<file path="config.mk">
export PLATFORM = sky130hd
export DESIGN_NAME = boot_sram_ctrl_flat
export DESIGN_NICKNAME = d
export VERILOG_FILES = /design/src/rtl/boot_sram_ctrl_pkg.sv /design/src/rtl/boot_sram_ctrl_if.sv /design/src/rtl/boot_sram_ctrl_phase_counter.sv /design/src/rtl/boot_sram_ctrl.sv /design/src/flat_wrapper.sv
export SDC_FILE = /design/constraint.sdc
export NUM_CORES = 1
export LEC_CHECK = 0
export CORE_AREA = 4 4 114 84
export DETAILED_ROUTE_END_ITERATION = 8
export DIE_AREA = 0 0 118 88
export GPL_ROUTABILITY_DRIVEN = 0
export PLACE_DENSITY = 0.82
export SETUP_SLACK_MARGIN = 0.02
export SYNTH_ARGS = -nofsm -noshare
export SYNTH_HDL_FRONTEND = slang
export SYNTH_HIERARCHICAL = 1
export SYNTH_SLANG_ARGS = --single-unit
export TNS_END_PERCENT = 10
</file>
<file path="constraint.sdc">
create_clock -name clk -period 5.2 [get_ports clk]
set_clock_uncertainty 0.1 [all_clocks]
set_input_delay 1.3 -clock clk [delete_from_list [all_inputs] [get_ports clk]]
set_output_delay 1.3 -clock clk [all_outputs]
set_load 0.005 [all_outputs]
</file>
<file path="src/rtl/boot_sram_ctrl_pkg.sv">
// Shared definitions for the boot/program SRAM controller: register-select
// encodings, controller states, status bit positions and a counter sizing helper.
package boot_sram_ctrl_pkg;

  // Register select encodings carried on wr_sel (6 and 7 are ignored).
  localparam logic [2:0] SEL_ADDR_LO = 3'd0;
  localparam logic [2:0] SEL_ADDR_HI = 3'd1;
  localparam logic [2:0] SEL_DATA    = 3'd2;
  localparam logic [2:0] SEL_RD      = 3'd3;
  localparam logic [2:0] SEL_CTRL    = 3'd4;
  localparam logic [2:0] SEL_BOOT    = 3'd5;

  // Status word layout: {overrun, busy, run_mode}.
  localparam int STAT_W    = 3;
  localparam int STAT_RUN  = 0;
  localparam int STAT_BUSY = 1;
  localparam int STAT_OVR  = 2;

  typedef enum logic [2:0] {
    ST_IDLE   = 3'd0,
    ST_WR     = 3'd1,
    ST_HOLD   = 3'd2,
    ST_RD     = 3'd3,
    ST_SWITCH = 3'd4,
    ST_RUN    = 3'd5
  } state_e;

  // Width of the phase counter: must hold both the wait-state reload and the
  // switch-delay reload. Never returns less than one bit.
  function automatic int cnt_width(input int wait_states, input int switch_dly);
    int max_v;
    max_v = (wait_states > switch_dly) ? wait_states : switch_dly;
    return (max_v < 1) ? 1 : $clog2(max_v + 1);
  endfunction

endpackage

</file>
<file path="src/rtl/boot_sram_ctrl_if.sv">
// CPU-side register bus of the boot SRAM controller: write strobe, select and
// data from the CPU, plus the read-back registers and status returned to it.
interface boot_sram_ctrl_if
  import boot_sram_ctrl_pkg::*;
#(
  parameter int ADDR_W = 18,
  parameter int DATA_W = 16
);
  logic              wr_en;
  logic [2:0]        wr_sel;
  logic [DATA_W-1:0] wr_data;
  logic [ADDR_W-1:0] rd_addr_q;
  logic [DATA_W-1:0] rd_data_q;
  logic [STAT_W-1:0] status;

  modport master (
    output wr_en, wr_sel, wr_data,
    input  rd_addr_q, rd_data_q, status
  );

  modport slave (
    input  wr_en, wr_sel, wr_data,
    output rd_addr_q, rd_data_q, status
  );
endinterface

</file>
<file path="src/rtl/boot_sram_ctrl_phase_counter.sv">
// Load/decrement down-counter with a zero flag. One instance times both the
// SRAM wait states and the LOAD->RUN switch delay, since they never overlap.
module sram_phase_counter #(
  parameter int CNT_W = 2
) (
  input  logic             clk,
  input  logic             rst,
  input  logic             load_i,
  input  logic [CNT_W-1:0] load_val_i,
  input  logic             dec_i,
  output logic             zero_o
);
  logic [CNT_W-1:0] cnt_q;

  // Counter register: load wins over decrement; decrement stops at zero.
  always_ff @(posedge clk) begin
    if (rst) begin
      cnt_q <= '0;
    end else if (load_i) begin
      cnt_q <= load_val_i;
    end else if (dec_i && (cnt_q != '0)) begin
      cnt_q <= cnt_q - CNT_W'(1);
    end else begin
      cnt_q <= cnt_q;
    end
  end

  assign zero_o = (cnt_q == '0);
endmodule

</file>
<file path="src/rtl/boot_sram_ctrl.sv">
// Boot/program SRAM controller. In LOAD mode the bootloader (fetched from ROM)
// fills external SRAM through memory-mapped registers; after a BOOT request and
// a short idle delay the controller enters RUN and the CPU fetches from SRAM.
module boot_sram_ctrl
  import boot_sram_ctrl_pkg::*;
#(
  parameter int ADDR_W      = 18,
  parameter int DATA_W      = 16,
  parameter int PC_W        = 16,  // must be <= ADDR_W
  parameter int WAIT_STATES = 1,
  parameter int SWITCH_DLY  = 2    // must be >= 1
) (
  input  logic              clk,
  input  logic              rst,
  boot_sram_ctrl_if.slave   bus,
  input  logic [PC_W-1:0]   pc,
  input  logic [DATA_W-1:0] rom_instr,
  output logic [DATA_W-1:0] instr,
  output logic [ADDR_W-1:0] sram_addr,
  output logic [DATA_W-1:0] sram_dq_o,
  output logic              sram_dq_oe,
  input  logic [DATA_W-1:0] sram_dq_i,
  output logic              sram_cen,
  output logic              sram_wen,
  output logic              sram_oen
);
  localparam int               CNT_W     = cnt_width(WAIT_STATES, SWITCH_DLY);
  localparam logic [CNT_W-1:0] WAIT_LD   = CNT_W'(WAIT_STATES);
  localparam logic [CNT_W-1:0] SWITCH_LD = CNT_W'(SWITCH_DLY - 1);

  state_e            state_q, state_d;
  logic [ADDR_W-1:0] addr_q, acc_addr_q;
  logic [DATA_W-1:0] rd_data_q, dq_o_q;
  logic              auto_inc_q, overrun_q, boot_pend_q;

  logic              reg_wr_s, busy_s, acc_req_s, boot_req_s, boot_go_s;
  logic              accept_s, access_end_s, rd_sample_s;
  logic              cnt_load_s, cnt_dec_s, cnt_zero_s;
  logic [CNT_W-1:0]  cnt_val_s;
  logic              cen_s, wen_s, oen_s, dq_oe_s;
  logic [ADDR_W-1:0] addr_lo_wr_s, addr_hi_wr_s;

  // Writes are honoured in every LOAD state; RUN ignores the register bus.
  assign reg_wr_s   = bus.wr_en && (state_q != ST_RUN);
  assign busy_s     = (state_q == ST_WR) || (state_q == ST_HOLD) ||
                      (state_q == ST_RD) || (state_q == ST_SWITCH);
  assign acc_req_s  = reg_wr_s && ((bus.wr_sel == SEL_DATA) || (bus.wr_sel == SEL_RD));
  assign boot_req_s = reg_wr_s && (bus.wr_sel == SEL_BOOT);
  assign boot_go_s  = boot_pend_q || boot_req_s;

  // Address register merges; the high half only exists when ADDR_W > DATA_W.
  if (ADDR_W > DATA_W) begin : g_addr_hi
    assign addr_lo_wr_s = {addr_q[ADDR_W-1:DATA_W], bus.wr_data};
    assign addr_hi_wr_s = {bus.wr_data[ADDR_W-DATA_W-1:0], addr_q[DATA_W-1:0]};
  end else begin : g_addr_no_hi
    assign addr_lo_wr_s = bus.wr_data[ADDR_W-1:0];
    assign addr_hi_wr_s = addr_q;
  end

  sram_phase_counter #(.CNT_W(CNT_W)) u_phase_cnt (
    .clk        (clk),
    .rst        (rst),
    .load_i     (cnt_load_s),
    .load_val_i (cnt_val_s),
    .dec_i      (cnt_dec_s),
    .zero_o     (cnt_zero_s)
  );

  // State register.
  always_ff @(posedge clk) begin
    if (rst) begin
      state_q <= ST_IDLE;
    end else begin
      state_q <= state_d;
    end
  end

  // Next-state, phase-counter control and SRAM strobe decode.
  always_comb begin
    state_d      = state_q;
    cnt_load_s   = 1'b0;
    cnt_val_s    = WAIT_LD;
    cnt_dec_s    = 1'b0;
    accept_s     = 1'b0;
    access_end_s = 1'b0;
    rd_sample_s  = 1'b0;
    cen_s        = 1'b1;
    wen_s        = 1'b1;
    oen_s        = 1'b1;
    dq_oe_s      = 1'b0;
    case (state_q)
      ST_IDLE: begin
        if (acc_req_s) begin
          accept_s   = 1'b1;
          cnt_load_s = 1'b1;
          state_d    = (bus.wr_sel == SEL_DATA) ? ST_WR : ST_RD;
        end else if (boot_req_s) begin
          cnt_load_s = 1'b1;
          cnt_val_s  = SWITCH_LD;
          state_d    = ST_SWITCH;
        end else begin
          state_d = ST_IDLE;
        end
      end
      ST_WR: begin
        cen_s   = 1'b0;
        wen_s   = 1'b0;
        dq_oe_s = 1'b1;
        if (cnt_zero_s) begin
          state_d = ST_HOLD;
        end else begin
          cnt_dec_s = 1'b1;
        end
      end
      ST_HOLD: begin
        cen_s        = 1'b0;
        dq_oe_s      = 1'b1;
        access_end_s = 1'b1;
        if (boot_go_s) begin
          cnt_load_s = 1'b1;
          cnt_val_s  = SWITCH_LD;
          state_d    = ST_SWITCH;
        end else begin
          state_d = ST_IDLE;
        end
      end
      ST_RD: begin
        cen_s = 1'b0;
        oen_s = 1'b0;
        if (cnt_zero_s) begin
          rd_sample_s  = 1'b1;
          access_end_s = 1'b1;
          if (boot_go_s) begin
            cnt_load_s = 1'b1;
            cnt_val_s  = SWITCH_LD;
            state_d    = ST_SWITCH;
          end else begin
            state_d = ST_IDLE;
          end
        end else begin
          cnt_dec_s = 1'b1;
        end
      end
      ST_SWITCH: begin
        if (cnt_zero_s) begin
          state_d = ST_RUN;
        end else begin
          cnt_dec_s = 1'b1;
        end
      end
      ST_RUN: begin
        cen_s = 1'b0;
        oen_s = 1'b0;
      end
      default: begin
        state_d = ST_IDLE;
      end
    endcase
  end

  // Datapath: address/control registers, access latches, read-back, flags.
  always_ff @(posedge clk) begin
    if (rst) begin
      addr_q      <= '0;
      acc_addr_q  <= '0;
      rd_data_q   <= '0;
      dq_o_q      <= '0;
      auto_inc_q  <= 1'b0;
      overrun_q   <= 1'b0;
      boot_pend_q <= 1'b0;
    end else begin
      // The access address is frozen at acceptance so later addr writes
      // only steer the next access.
      if (accept_s) begin
        acc_addr_q <= addr_q;
      end
      if (accept_s && (bus.wr_sel == SEL_DATA)) begin
        dq_o_q <= bus.wr_data;
      end
      if (reg_wr_s && (bus.wr_sel == SEL_ADDR_LO)) begin
        addr_q <= addr_lo_wr_s;
      end else if (reg_wr_s && (bus.wr_sel == SEL_ADDR_HI)) begin
        addr_q <= addr_hi_wr_s;
      end else if (access_end_s && auto_inc_q) begin
        addr_q <= addr_q + ADDR_W'(1);
      end
      if (rd_sample_s) begin
        rd_data_q <= sram_dq_i;
      end
      if (reg_wr_s && (bus.wr_sel == SEL_CTRL)) begin
        auto_inc_q <= bus.wr_data[0];
      end
      if (acc_req_s && busy_s) begin
        overrun_q <= 1'b1;
      end else if (reg_wr_s && (bus.wr_sel == SEL_CTRL) && bus.wr_data[1]) begin
        overrun_q <= 1'b0;
      end
      if (state_d == ST_SWITCH) begin
        boot_pend_q <= 1'b0;
      end else if (boot_req_s && busy_s) begin
        boot_pend_q <= 1'b1;
      end
    end
  end

  assign bus.rd_addr_q = addr_q;
  assign bus.rd_data_q = rd_data_q;
  assign bus.status    = {overrun_q, busy_s, (state_q == ST_RUN)};

  assign instr      = (state_q == ST_RUN) ? sram_dq_i : rom_instr;
  assign sram_addr  = (state_q == ST_RUN) ? ADDR_W'(pc) : acc_addr_q;
  assign sram_dq_o  = dq_o_q;
  assign sram_dq_oe = dq_oe_s;
  assign sram_cen   = cen_s;
  assign sram_wen   = wen_s;
  assign sram_oen   = oen_s;
endmodule

</file>
<file path="src/flat_wrapper.sv">
// flat-port wrapper written by rule: the top's interface ports become plain ports
module boot_sram_ctrl_flat import boot_sram_ctrl_pkg::*;
#(
  parameter int ADDR_W      = 18,
  parameter int DATA_W      = 16,
  parameter int PC_W        = 16,                      
  parameter int WAIT_STATES = 1,
  parameter int SWITCH_DLY  = 2                   
)
  (clk, rst, pc, rom_instr, instr, sram_addr, sram_dq_o, sram_dq_oe, sram_dq_i, sram_cen, sram_wen, sram_oen, bus_wr_en, bus_wr_sel, bus_wr_data, bus_rd_addr_q, bus_rd_data_q, bus_status);
  boot_sram_ctrl_if #(.ADDR_W(ADDR_W), .DATA_W(DATA_W)) bus_i ();
  input  logic clk;
  input  logic rst;
  input  logic [PC_W-1:0] pc;
  input  logic [DATA_W-1:0] rom_instr;
  output logic [DATA_W-1:0] instr;
  output logic [ADDR_W-1:0] sram_addr;
  output logic [DATA_W-1:0] sram_dq_o;
  output logic sram_dq_oe;
  input  logic [DATA_W-1:0] sram_dq_i;
  output logic sram_cen;
  output logic sram_wen;
  output logic sram_oen;
  input wire logic [$bits(bus_i.wr_en)-1:0] bus_wr_en;
  input wire logic [$bits(bus_i.wr_sel)-1:0] bus_wr_sel;
  input wire logic [$bits(bus_i.wr_data)-1:0] bus_wr_data;
  output wire logic [$bits(bus_i.rd_addr_q)-1:0] bus_rd_addr_q;
  output wire logic [$bits(bus_i.rd_data_q)-1:0] bus_rd_data_q;
  output wire logic [$bits(bus_i.status)-1:0] bus_status;
  assign bus_i.wr_en = bus_wr_en;
  assign bus_i.wr_sel = bus_wr_sel;
  assign bus_i.wr_data = bus_wr_data;
  assign bus_rd_addr_q = bus_i.rd_addr_q;
  assign bus_rd_data_q = bus_i.rd_data_q;
  assign bus_status = bus_i.status;
  boot_sram_ctrl #(.ADDR_W(ADDR_W), .DATA_W(DATA_W), .PC_W(PC_W), .WAIT_STATES(WAIT_STATES), .SWITCH_DLY(SWITCH_DLY)) u_core (.clk(clk), .rst(rst), .bus(bus_i), .pc(pc), .rom_instr(rom_instr), .instr(instr), .sram_addr(sram_addr), .sram_dq_o(sram_dq_o), .sram_dq_oe(sram_dq_oe), .sram_dq_i(sram_dq_i), .sram_cen(sram_cen), .sram_wen(sram_wen), .sram_oen(sram_oen));
endmodule
</file>
==> impl_metrics.toml <==
[power_and_ir_drop]
pwr-share-clk_pct = 44.7
power_frac_seq_pct = 43.2
p_leak_nw = 2.040
powerDensity_nw_per_um2 = 245.2
p_sw_share_pct = 22.06
p_int_w = 0.001090
total_power_w = 0.001398
combPwrFrac_pct = 12.1
peakVddDrop_v = 0.0001502
p_switching_w = 0.0003084

[timing]
tightest_slew_ns = 0.9891
timing.final.crit_share_pct = 79.01
setup_viol = 0
final.min_clock_period_ns = 4.109
final.setup.tns_ns = 0
slew_headroom_pct = 34.06
maxSlewViolCount = 0
hold_viol = 0
max_freq_mhz = 243.4
rsz0062_at_grt = "no"

[final_layout]
fin_nets = 673
fin_util_pct = 68.37
area_delta_synth_final_pct = 49.43
final_area_sq_um = 5700
antenna_cells = 0
layout-drive-gt1-share_pct = 10.56

[setup_path]
critPathRequiredTime_ns = 3.80
criticalPathCategory = "reg2out"
crit_chain = "and3b_2 > mux2_2 > clkdlybuf4s50_1"
startpoint_type = "flip-flop"
cp_slowest_cell = "and3b_2"
crit_fanout = 43
arrival_ns = 2.71
max_stage_delay_ns = 0.92
cp-end-kind = "output port"

[clock_network]
htreeDepth = 3
cts_resized = 0
clockBufferDepth = 2
tritoncts = "done"
clk_pin_slew_ns = 0.05
cts.sinks = 76
cts_setup_buffers = 0
insertion_delay_ns = 0.33
cts-buffers-inserted = 9
postCtsHoldBufs = 0
root_buffer = "clkbuf_16"

[logic_synthesis]
syn_nets = 533
synth_common_cells = "83 x nand2_1, 76 x dfxtp_1, 53 x a21oi_1, 42 x nor2_1, 32 x mux2_2"
synth_top_area_cell = "dfxtp_1"
ys_top_cells_by_area = "dfxtp_1 40%, mux2_2 9.4%, nand2_1 8.2%"
synth_cell_types = 55
syn_area_sq_um = 3815
syn_avg_cell_area_sq_um = 8.275
synthArstFlopShare_pct = 0
synth_ff_type = "dfxtp_1"
synthCells = 461
yosysMostFrequentCell = "nand2_1"
synth_edf_count = 0
synth_top_area_share_pct = 39.88
ys_ff_latch = 76
synth-warning-count = 6
ys_seq_area_share_pct = 39.88

[routing]
drc = 0
drtIter0Drc = 267
firstDrtPassIters = 6
viasPerCell = 5.519
num_vias = 3924
final_antenna_net_count = 0
wl_per_cell_microns = 16.68
finalWirelength_mm = 11.86

[global_routing]
grt_overflow_total = 0
antenna_found_initial = 0
grt_pass1_vias = 3885
grt_pass1_wl_mm = 19.01
track_usage_pct = 22.52
grt_max_degree = 52

[placed_design]
dp_hpwl_mm = 8.834
portBuffers = 160
postPlaceCellArea_sq_um = 5396

[floorplanning]
rows = 28
die_y_microns = 88
initial_core_util_pct = 45.75
die_x_microns = 118
ios = 161
core_sq_um = 8338
die_area_sq_um = 10380

[hold_path]
hold_path.class = "reg2reg"

[run_status]
outcome = "completed"

[run]
max_cap_viol_count = 0
layer usage:
layer / vias to the layer above / track usage, % / share of wire (%)
li1: 1884 / - / -
met1: 1850 / 25.79 / 42
met2: 176 / 38.74 / 47
met3: 14 / 10.14 / 10
met4: 0 / 6.383 / 1.0
met5: - / 0 / 0
worst max-delay path: cells and delay by family (launching register included):
kind          cells  cell delay (ns)
buf+inv           1             0.45
flops             1             0.57
mux               1             0.43
simple gates      1             0.92
final cells by class:
| class | instances | area [sq um] |
|---|---|---|
| fillers | 694 | 2638 |
| repair buffers | 162 | 1612 |
| clock inverters | 4 | 47.55 |
| flip-flops and latches | 76 | 1521 |
| clock buffers | 12 | 256.5 |
| well taps | 105 | 131.4 |
| multi-input cells | 342 | 2095 |
| inverters | 10 | 37.54 |
power by group through the flow:
stage,clock (W),combinational (W),sequential (W)
detailed placement,0,0.000169,0.000617
global placement,0,0.000166,0.000616
finish,0.000625,0.000169,0.000604
CTS,0.000642,0.000170,0.000604
floorplan,0,0.0000695,0.000612
global route,0.000667,0.000183,0.000606
final timing paths:
kind	start	to	slack (ns)	cells past startpoint
setup / recovery	u_core/state_q[2]	instr[3]	1.09	3
hold / removal	u_core/sram_dq_o[3]	u_core/sram_dq_o[3]	0.35	2
setup reg to reg	u_core/state_q[2]	u_core/bus.rd_addr_q[17]	2.31	5
hold reg to reg	u_core/sram_dq_o[3]	u_core/sram_dq_o[3]	0.35	2
cells by family (layout without fill, tap and decap cells):
| family | count (synthesis) | after routing | share of synthesized area [%] |
|---|---|---|---|
| compound gates | 95 | 95 | 15.19 |
| xor+xnor | 6 | 6 | 1.377 |
| fa+ha+maj | 2 | 2 | 0.6558 |
| buf+inv | 43 | 188 | 5.248 |
| flops | 76 | 76 | 39.88 |
| mux | 47 | 47 | 13.38 |
| other cells | 2 | 2 | 0.1969 |
| simple gates | 190 | 190 | 24.07 |
flip-flops by register name, summed over array words and instances (netlist names):
register	flops
u_core/u_phase_cnt/cnt_q	2
u_core/state_q	3
u_core/sram_dq_o	16
u_core/overrun_q	1
u_core/bus.rd_data_q	16
u_core/bus.rd_addr_q	18
u_core/acc_addr_q	18
u_core/boot_pend_q	1
u_core/auto_inc_q	1
placed cells by master, fill, tap and decap left out, drive strengths merged, types with 3 or more instances in the layout:
cell           instances
nor3                   6
nand3                 10
o21ai                 13
nand2                 83
mux2                  32
nor2b                  6
a31oi                  9
xnor2                  5
nor4                   6
buf                    3
nand2b                 5
a21oi                 53
and3                   5
a22oi                  7
inv                   10
clkbuf                12
nand4                  5
nor2                  43
clkdlybuf4s50        159
a211oi                 3
dfxtp                 76
and4                   3
mux2i                 15
or3                    7
stage by stage:
stage	hold slack (ns)	worst slack, ns	std cells
detailed placement	0.3465	1.340	695
finish	0.3548	1.091	711
global route	0.3749	0.9336	711
floorplan	0.3318	2.245	461
global placement	0.3415	1.341	695
CTS	0.3545	1.076	711
(Power assumes the default switching activity.)
